**config.mk**
```make
export PLATFORM = sky130hd
export DESIGN_NAME = alu_share_arbiter
export DESIGN_NICKNAME = d
export VERILOG_FILES = /design/src/rtl/alu_share_arbiter.sv
export SDC_FILE = /design/constraint.sdc
export NUM_CORES = 1
export LEC_CHECK = 0
export ABC_CLOCK_PERIOD_IN_PS = 1400
export BUFFER_PORTS_ARGS = -buffer_cell sky130_fd_sc_hd__buf_4
export CAP_MARGIN = 20
export CORE_MARGIN = 10
export CORE_UTILIZATION = 39
export DETAILED_ROUTE_END_ITERATION = 16
export PLACE_DENSITY = 0.76
export RECOVER_POWER = 25
export SYNTH_ARGS = -nofsm -noshare
export SYNTH_HDL_FRONTEND = slang
export SYNTH_SLANG_ARGS = --single-unit
```
**constraint.sdc**
```tcl
create_clock -name clk -period 1.4 [get_ports clk]
set_input_delay 0.14 -clock clk [delete_from_list [all_inputs] [get_ports clk]]
set_output_delay 0.14 -clock clk [all_outputs]
set_load 0.005 [all_outputs]
```
**src/rtl/alu_share_arbiter.sv**
```systemverilog
// Round-robin arbiter that shares one external combinational ALU between two
// requesters, with registered operands and a single tagged response channel.
module alu_share_arbiter #(
  parameter int WIDTH = 32
) (
  input  logic             clk,
  input  logic             rst_n,
  input  logic             req0_valid,
  output logic             req0_ready,
  input  logic [3:0]       req0_ctrl,
  input  logic [WIDTH-1:0] req0_a,
  input  logic [WIDTH-1:0] req0_b,
  input  logic             req1_valid,
  output logic             req1_ready,
  input  logic [3:0]       req1_ctrl,
  input  logic [WIDTH-1:0] req1_a,
  input  logic [WIDTH-1:0] req1_b,
  output logic [3:0]       alu_ctrl,
  output logic [WIDTH-1:0] alu_a,
  output logic [WIDTH-1:0] alu_b,
  input  logic [WIDTH-1:0] alu_result,
  input  logic             alu_zero,
  output logic             rsp_valid,
  input  logic             rsp_ready,
  output logic             rsp_id,
  output logic [WIDTH-1:0] rsp_data,
  output logic             rsp_zero,
  output logic             rsp_err
);

  typedef enum logic [1:0] {IDLE, EXEC, RESP} state_t;

  state_t state;
  logic   rr_ptr;
  logic   op_id;
  logic   grant;
  logic   take;
  logic   ctrl_legal;

  // rr_ptr only breaks ties; a lone requester always wins.
  always_comb begin
    grant = req1_valid;
    if (req0_valid && req1_valid) grant = rr_ptr;
  end

  assign req0_ready = (state == IDLE) && req0_valid && !grant;
  assign req1_ready = (state == IDLE) && req1_valid &&  grant;
  assign take       = req0_ready || req1_ready;

  always_comb begin
    case (alu_ctrl)
      4'b0010, 4'b0110, 4'b0000, 4'b0001, 4'b0111: ctrl_legal = 1'b1;
      default:                                     ctrl_legal = 1'b0;
    endcase
  end

  always_ff @(posedge clk or negedge rst_n) begin
    if (!rst_n) begin
      state     <= IDLE;
      rr_ptr    <= 1'b0;
      op_id     <= 1'b0;
      alu_ctrl  <= 4'd0;
      alu_a     <= '0;
      alu_b     <= '0;
      rsp_valid <= 1'b0;
      rsp_id    <= 1'b0;
      rsp_data  <= '0;
      rsp_zero  <= 1'b0;
      rsp_err   <= 1'b0;
    end else begin
      case (state)
        IDLE: begin
          if (take) begin
            alu_ctrl <= grant ? req1_ctrl : req0_ctrl;
            alu_a    <= grant ? req1_a    : req0_a;
            alu_b    <= grant ? req1_b    : req0_b;
            op_id    <= grant;
            rr_ptr   <= ~grant;
            state    <= EXEC;
          end
        end
        EXEC: begin
          // The ALU has had a full cycle to settle on the registered operands.
          rsp_valid <= 1'b1;
          rsp_id    <= op_id;
          if (ctrl_legal) begin
            rsp_data <= alu_result;
            rsp_zero <= alu_zero;
            rsp_err  <= 1'b0;
          end else begin
            rsp_data <= '0;
            rsp_zero <= 1'b0;
            rsp_err  <= 1'b1;
          end
          state <= RESP;
        end
        RESP: begin
          if (rsp_ready) begin
            rsp_valid <= 1'b0;
            rsp_err   <= 1'b0;
            state     <= IDLE;
          end
        end
        default: state <= IDLE;
      endcase
    end
  end

endmodule

```
; Word-level counts from Yosys, hierarchy flattened
; Index checks and enable logic that the tools add are counted.
; W data, S select, Z words.
[word_totals]
regBits = 108
input_bits = 174
output_inout_bits = 106
wordCells = 48
[classes]
n_eq_ne = 8
mux = 14
bitwise_logic = 1
n_reduce_logical = 14
[op_table]
columns = op, n
row1 = $mux W32, 3
row2 = $eq A4 B3 Y1 const B, 2
row3 = $pmux W2 S3, 1
row4 = $reduce_and A2 Y1, 3
row5 = $logic_and A1 B1 Y1, 5
row6 = $mux W1, 5
row7 = $reduce_or A5 Y1, 1
row8 = $eq A4 B1 Y1 const B, 1
row9 = $eq A4 B2 Y1 const B, 1
row10 = $logic_not A4 Y1, 1
row11 = $mux W2, 2
row12 = $mux W4, 1
row13 = $ne A2 B2 Y1 const B, 2
row14 = $pmux W1 S2, 2
row15 = $eq A2 B1 Y1 const B, 1
row16 = $eq A2 B2 Y1 const B, 1
row17 = $logic_not A2 Y1, 1
row18 = $reduce_bool A2 Y1, 1
row19 = $logic_not A1 Y1, 1
row20 = $logic_or A1 B1 Y1, 1
row21 = $not A1 Y1, 1

; Logic depth before layout (Yosys ltp)
; Gate-level depths: netlist of run 1.
[logic_depth]
depth_word = 7
depth_mapped = 6
ltp_nobuf = 3

; Least setup slack after synthesis of run 1
; Ideal clock, no wire load.
[synth_timing]
path_type = register to register
start = reg state[1]
end = reg rsp_data[22]
setup_time_ps = 65
arrival_time_ps = 1390
required_time_ps = 1335
setup_slack_ps = -56
stages_incl_launch_ff = 6
n_path_buf = 2
period_less_slack_ps = 1456
cell_sequence = dfrtp_1 nand2b_1 buf_2 a2111oi_4 buf_6 a22o_1
[synth_via]
elab_chain_cells = 1
[synth_lines]
columns = element, line_no
row1 = "start, declared", 33  ; state_t state;
row2 = "start signal, assigned", 59  ; state <= IDLE;
row3 = "start signal, assigned", 79  ; state <= EXEC;
row4 = "start signal, assigned", 95  ; state <= RESP;
row5 = $eq A2 B1 Y1, 71  ; case (state)
row6 = "end signal, assigned", 87  ; rsp_data <= alu_result;
row7 = "end, declared", 26  ; output logic [WIDTH-1:0] rsp_data,
; No other way between the ends.
; A chain may end at the register's enable or synchronous reset.

; Final worst setup path of run 1
[layout_timing]
start = reg state[1]
end = out req0_ready
[layout_via]
elab_chain_cells = 3
[layout_lines]
columns = element, line_no
row1 = $logic_not A2 Y1, 46  ; assign req0_ready = (state == IDLE) && req0_valid && !grant;
row2 = $logic_and A1 B1 Y1 (2 in series), 46
row3 = "end, declared", 9  ; output logic req0_ready,
; No other way between the ends.

==> results of run 1 <==
==> final timing paths <==
kind / slack [ns] / start / endpoint / cells after the start
worst max-delay path: -0.30 / state[1] / req0_ready / 4
worst min-delay path: 0.009 / alu_result[12] / rsp_data[12] / 2
worst max register to register: -0.24 / state[1] / alu_a[25] / 6
worst min register to register: 0.50 / op_id / op_id / 1
max in group asynchronous: 0.14 / rst_n / alu_a[7] / 3
min in group asynchronous: 0.35 / rst_n / rsp_data[1] / 2
==> metal layers <==
layer / track usage (%) / wire length [um] / vias to the layer above
met2: 38.7 / 10100 / 293
met1: 26.5 / 7890 / 2473
met4: 8.99 / 586 / 0
met3: 6.90 / 1940 / 41
met5: 0 / 0 / -
li1: - / - / 2231
==> cells in the final DEF (no fill, tap or decap), types with 2 or more instances in the layout <==
master,Yosys,layout
buf_16,0,9
a31oi_1,26,26
a21boi_0,41,16
nand3_1,26,26
nand2_1,2,2
buf_6,7,16
dlygate4sd3_1,0,20
buf_8,0,3
a22o_1,33,33
buf_12,0,17
clkinvlp_4,0,3
a21oi_1,28,28
clkbuf_16,0,16
nor2_1,4,3
buf_4,0,291
a221o_1,42,42
nand2b_1,5,4
a21boi_1,0,24
dfrtp_1,108,108
clkbuf_4,0,2
nor2_4,0,2
o21ai_0,28,28
==> logic make-up (layout without fill, tap and decap cells) <==
| group | Yosys count | count (layout) | share of synthesized area, % |
|---|---|---|---|
| simple gates | 44 | 44 | 5.15 |
| compound gates | 202 | 202 | 32.2 |
| buf+inv | 45 | 384 | 5.04 |
| flops | 108 | 108 | 57.3 |
| mux | 1 | 1 | 0.239 |
==> registers in the layout, indices dropped and copies added, names as in the netlist <==
register and cells:
rsp_data 32, rsp_err 1, rr_ptr 1, alu_ctrl 4, rsp_zero 1, op_id 1
rsp_id 1, rsp_valid 1, alu_b 32, alu_a 32, state 2
==> through the flow <==
| stage | util (%) | hold slack (ns) | worst slack (ns) |
|---|---|---|---|
| CTS | 69.1 | 0.000386 | -0.294 |
| finish | 70.5 | 0.00853 | -0.301 |
| detailed placement | 59.9 | 0.0889 | -0.130 |
| global route | 70.5 | 0.00268 | -0.356 |
| floorplan | - | -0.156 | -0.0456 |
| global placement | 59.9 | 0.0810 | -0.107 |
==> area by class of cell <==
cell class,count,area (um^2)
Tap cell,147,184
Inverter,2,7.51
Sequential cell,108,2700
Timing Repair Buffer,366,3390
Clock inverter,7,75.1
Fill cell,835,3510
Clock buffer,9,225
Multi-Input combinational cell,247,1810
==> report_power, final <==
part | total, W | switching (W) | leakage [nW] | internal [W]
sequential | 0.00540 | 0.000871 | 1.33 | 0.00453
combinational | 0.0101 | 0.00407 | 2.58 | 0.00606
clock | 0.00260 | 0.00121 | 0.138 | 0.00139
==> timing repair <==
item	CTS	global route
hold endpoints to repair	41	0
pin swaps	10	14
setup endpoints to repair	80	108
gates resized for setup	60	17
setup buffers	19	3
hold buffers	20	0
gates cloned	11	8
==> results.cfg, run 1 <==
[sta]
period_share_pct = 122
finalMaxSlewViolations = 0
layout_setup_ws_ns = -0.301
worst_clock_skew_ns = 0.00524
fmax_mhz = 588
tns_ns = -15.05
finalSetupViolCount = 106
final.min_clock_period_ns = 1.70
grt_setup_unrepaired = yes
hold_violations = 0
relSlewSlack_pct = 54.9
tightest_slew_ns = 0.676

[synthesis]
yosys_warnings = 0
synth-async-reset-ratio_pct = 100
synth.yosys.seq_area_share_pct = 57.3
syn_nets = 574
synth-edff-count = 0
synth_most_common_cell = dfrtp_1
syn_area_mm2 = 0.00471
synth_area_leaders = dfrtp_1, a221o_1, a21boi_0
synth_top_area_share_pct = 57.3
postSynthAreaPerCell_um2 = 11.8
synthDistinctLibCells = 28
ys_seq_elements = 108
synth_area_leader_cell = dfrtp_1
synth_cells = 400
ys_dominant_reg_cell = dfrtp_1
yosys-top-cells-count = dfrtp_1, a221o_1, a21boi_0

[layout]
antennaDiodeCount = 0
nets = 908
finalInstanceArea_mm2 = 0.00840
area_growth_pct = 78.2
final_cells = 886
drive_gt1_share_pct = 50.9

[critical_path]
worstSetupStartpointType = flip-flop
criticalPathCategory = reg2out
max_stage_delay_ns = 0.43
cp_max_fo = 4
endpoint_kind = output pin
crit_required_ns = 1.26
crit_path_top_delay_cell = dfrtp_1
crit_chain = or3b_4 > a21oi_4 > buf_12 > buf_6
path_buf_inv = 2
crit_family = flip-flops
critPathArrivalTime_ns = 1.56

[global_route]
grt_start_max_net_pins = 38
grt_pass1_wl_um = 30000
overflow = 0
antenna_found_initial = 0
grt_pass1_vias = 5221
grt_usage_pct = 22.8

[clock_network]
cts.sinks = 108
cts_buffers = 9
cts_tree = done
clockBufferDepth = 2
root_buffer = clkbuf_16
insertion_delay_ns = 0.35
path_clk_slew_ns = 0.07
cts_max_level = 3

[detailed_routing]
drt-initial-drc-count = 408
postRouteAntennaNets = 0
wl_um = 20600
vias = 5038
avgViaCountPerCell = 5.69
drc = 0
drtPass1Iterations = 5
wl_per_cell_um = 23.2

[run_status]
status = complete, but fails checks
violations = setup timing

[die]
fp.coreArea_mm2 = 0.0119
initial_core_util_pct = 39.6
io-pin-count = 280
dieArea_mm2 = 0.0169
die_h_um = 130
num_rows = 40
fp.dieW_um = 130

[pwr]
peakVddDrop_mv = 1.09
fin_total_pwr_w = 0.0181
pwr_density_cell_mw_per_mm2 = 2160
p_leak_nw = 4.04

[placement]
io_buffers = 279
placed_area_mm2 = 0.00714
dp_hpwl_um = 13400
gp_congestion = 0.860
place_inst = 813

[run]
drv_cap = 0

[min_path]
hold_path.class = in2reg
Power figures use the tool's default switching activity.
==> run 2: changes to the inputs <==
BUFFER_PORTS_ARGS = default   (was -buffer_cell sky130_fd_sc_hd__buf_4)
CORE_UTILIZATION = 57   (was 39)
DONT_BUFFER_PORTS = 1   (was default)
PLACE_DENSITY = 0.75   (was 0.76)
==> run 2 against run 1 <==
Compared with the run above: the run now fails in clock tree synthesis; synthesized cell count unchanged; synthesized area is the same.
==> results.cfg, run 2 <==
[run_status]
status = aborted with a tool error
stop_stage = clock tree synthesis
error = [ERROR RSZ-0060] Max buffer count reached.

[synthesis]
yosys-top-cells-count = dfrtp_1, a221o_1, a21boi_0
yosys_warnings = 0
yosys.area_share.xor_xnor_pct = 0
synth_cells = 400
syn_area_mm2 = 0.00471
synth_area_leader_cell = dfrtp_1
synth_most_common_cell = dfrtp_1
ys_dominant_reg_cell = dfrtp_1
synth_compound_area_share_pct = 32.2
synthAdderAreaFrac_pct = 0
synth_top_family_by_area = compound AO/OA/AOI/OAI gates
synth-async-reset-ratio_pct = 100
synthDistinctLibCells = 28
synth-edff-count = 0
postSynthAreaPerCell_um2 = 11.8
synth-simple-area-share_pct = 5.15
synth.yosys.seq_area_share_pct = 57.3
synth_area_leaders = dfrtp_1, a221o_1, a21boi_0
ys_seq_elements = 108
yosys-mux-area-fraction_pct = 0.239
synth_top_area_share_pct = 57.3
syn_nets = 574

[clock_network]
clockBufferDepth = 2
cts.sinks = 108
cts_setup_buffers = 16
holdBufCountCts = 108
cts_max_level = 3
ctsResizeCount = 58
root_buffer = clkbuf_8
cts_buffers = 9

[die]
initial_core_util_pct = 57.9
fp.dieW_um = 111
io-pin-count = 280
die_h_um = 111
num_rows = 33

[placement]
io_buffers = 0
place_ws_ns = -0.0864
gp_congestion = 0.857
dp_hpwl_um = 11300
==> run 2: cell counts after synthesis <==
No cell type changed its count.
==> run 2: cells by family after synthesis <==
group / count (synthesis)
AO/OA/AOI/OAI: 202
buffers and inverters: 45
multiplexers: 1
flip-flops: 108
AND/OR/NAND/NOR: 44
==> run 2: stage by stage <==
stage / area [um^2] / hold slack [ns] / util, % / TNS, ns / instances
after detailed placement: 4970 / -0.152 / 61.2 / -1.73 / 495
after floorplan: 4730 / -0.156 / - / -2.80 / 400
after global placement: 4970 / -0.153 / 61.2 / -0.291 / 495
==> run 3: changes to the inputs <==
ABC_CLOCK_PERIOD_IN_PS = 1800   (was 1400)
CORE_UTILIZATION = 40   (was 57)
PLACE_DENSITY = default   (was 0.75)
PLACE_DENSITY_LB_ADDON = 0.15   (was default)
clock period = 1.8 ns   (was 1.4 ns; I/O delays follow)
==> run 3 against run 2 <==
Compared with the run above: the run again fails in clock tree synthesis; synthesized cell count is the same; synthesized area unchanged.
==> results.cfg, run 3 <==
[run_status]
status = aborted with a tool error
stop_stage = clock tree synthesis
error = [ERROR RSZ-0060] Max buffer count reached.

[die]
die_h_um = 129
fp.dieW_um = 129
io-pin-count = 280
num_rows = 39
initial_core_util_pct = 41.1

[synthesis]
synthDistinctLibCells = 28
synth.yosys.seq_area_share_pct = 57.3
synth_area_leader_cell = dfrtp_1
synth-edff-count = 0
ys_seq_elements = 108
postSynthAreaPerCell_um2 = 11.8
synth_top_area_share_pct = 57.3
synth-async-reset-ratio_pct = 100
syn_area_mm2 = 0.00471
synth_most_common_cell = dfrtp_1
synth_cells = 400
yosys_warnings = 0
syn_nets = 574
synth_area_leaders = dfrtp_1, a221o_1, a21boi_0
yosys-top-cells-count = dfrtp_1, a221o_1, a21boi_0
ys_dominant_reg_cell = dfrtp_1

[clock_network]
holdBufCountCts = 109
cts_buffers = 9
ctsResizeCount = 3
clockBufferDepth = 2
root_buffer = clkbuf_16
cts.sinks = 108
cts_setup_buffers = 6
cts_max_level = 3

[placement]
dp_hpwl_um = 11400
io_buffers = 0
gp_congestion = 0.791
-- run 3: metrics by stage --
| stage | instance area [um^2] | worst slack (ns) | cells |
|---|---|---|---|
| 2_1_floorplan | 4710 | 0.344 | 400 |
| 3_5_place_dp | 4880 | 0.191 | 517 |
| 3_3_place_gp | 4880 | 0.243 | 517 |
-- run 3: cell families after synthesis --
kind of cell	after synthesis	share of synthesized area (%)
AOI/OAI and AO/OA	202	32.2
buffers and inverters	45	5.04
DFF	108	57.3
muxes	1	0.239
and+or+nand+nor	44	5.15
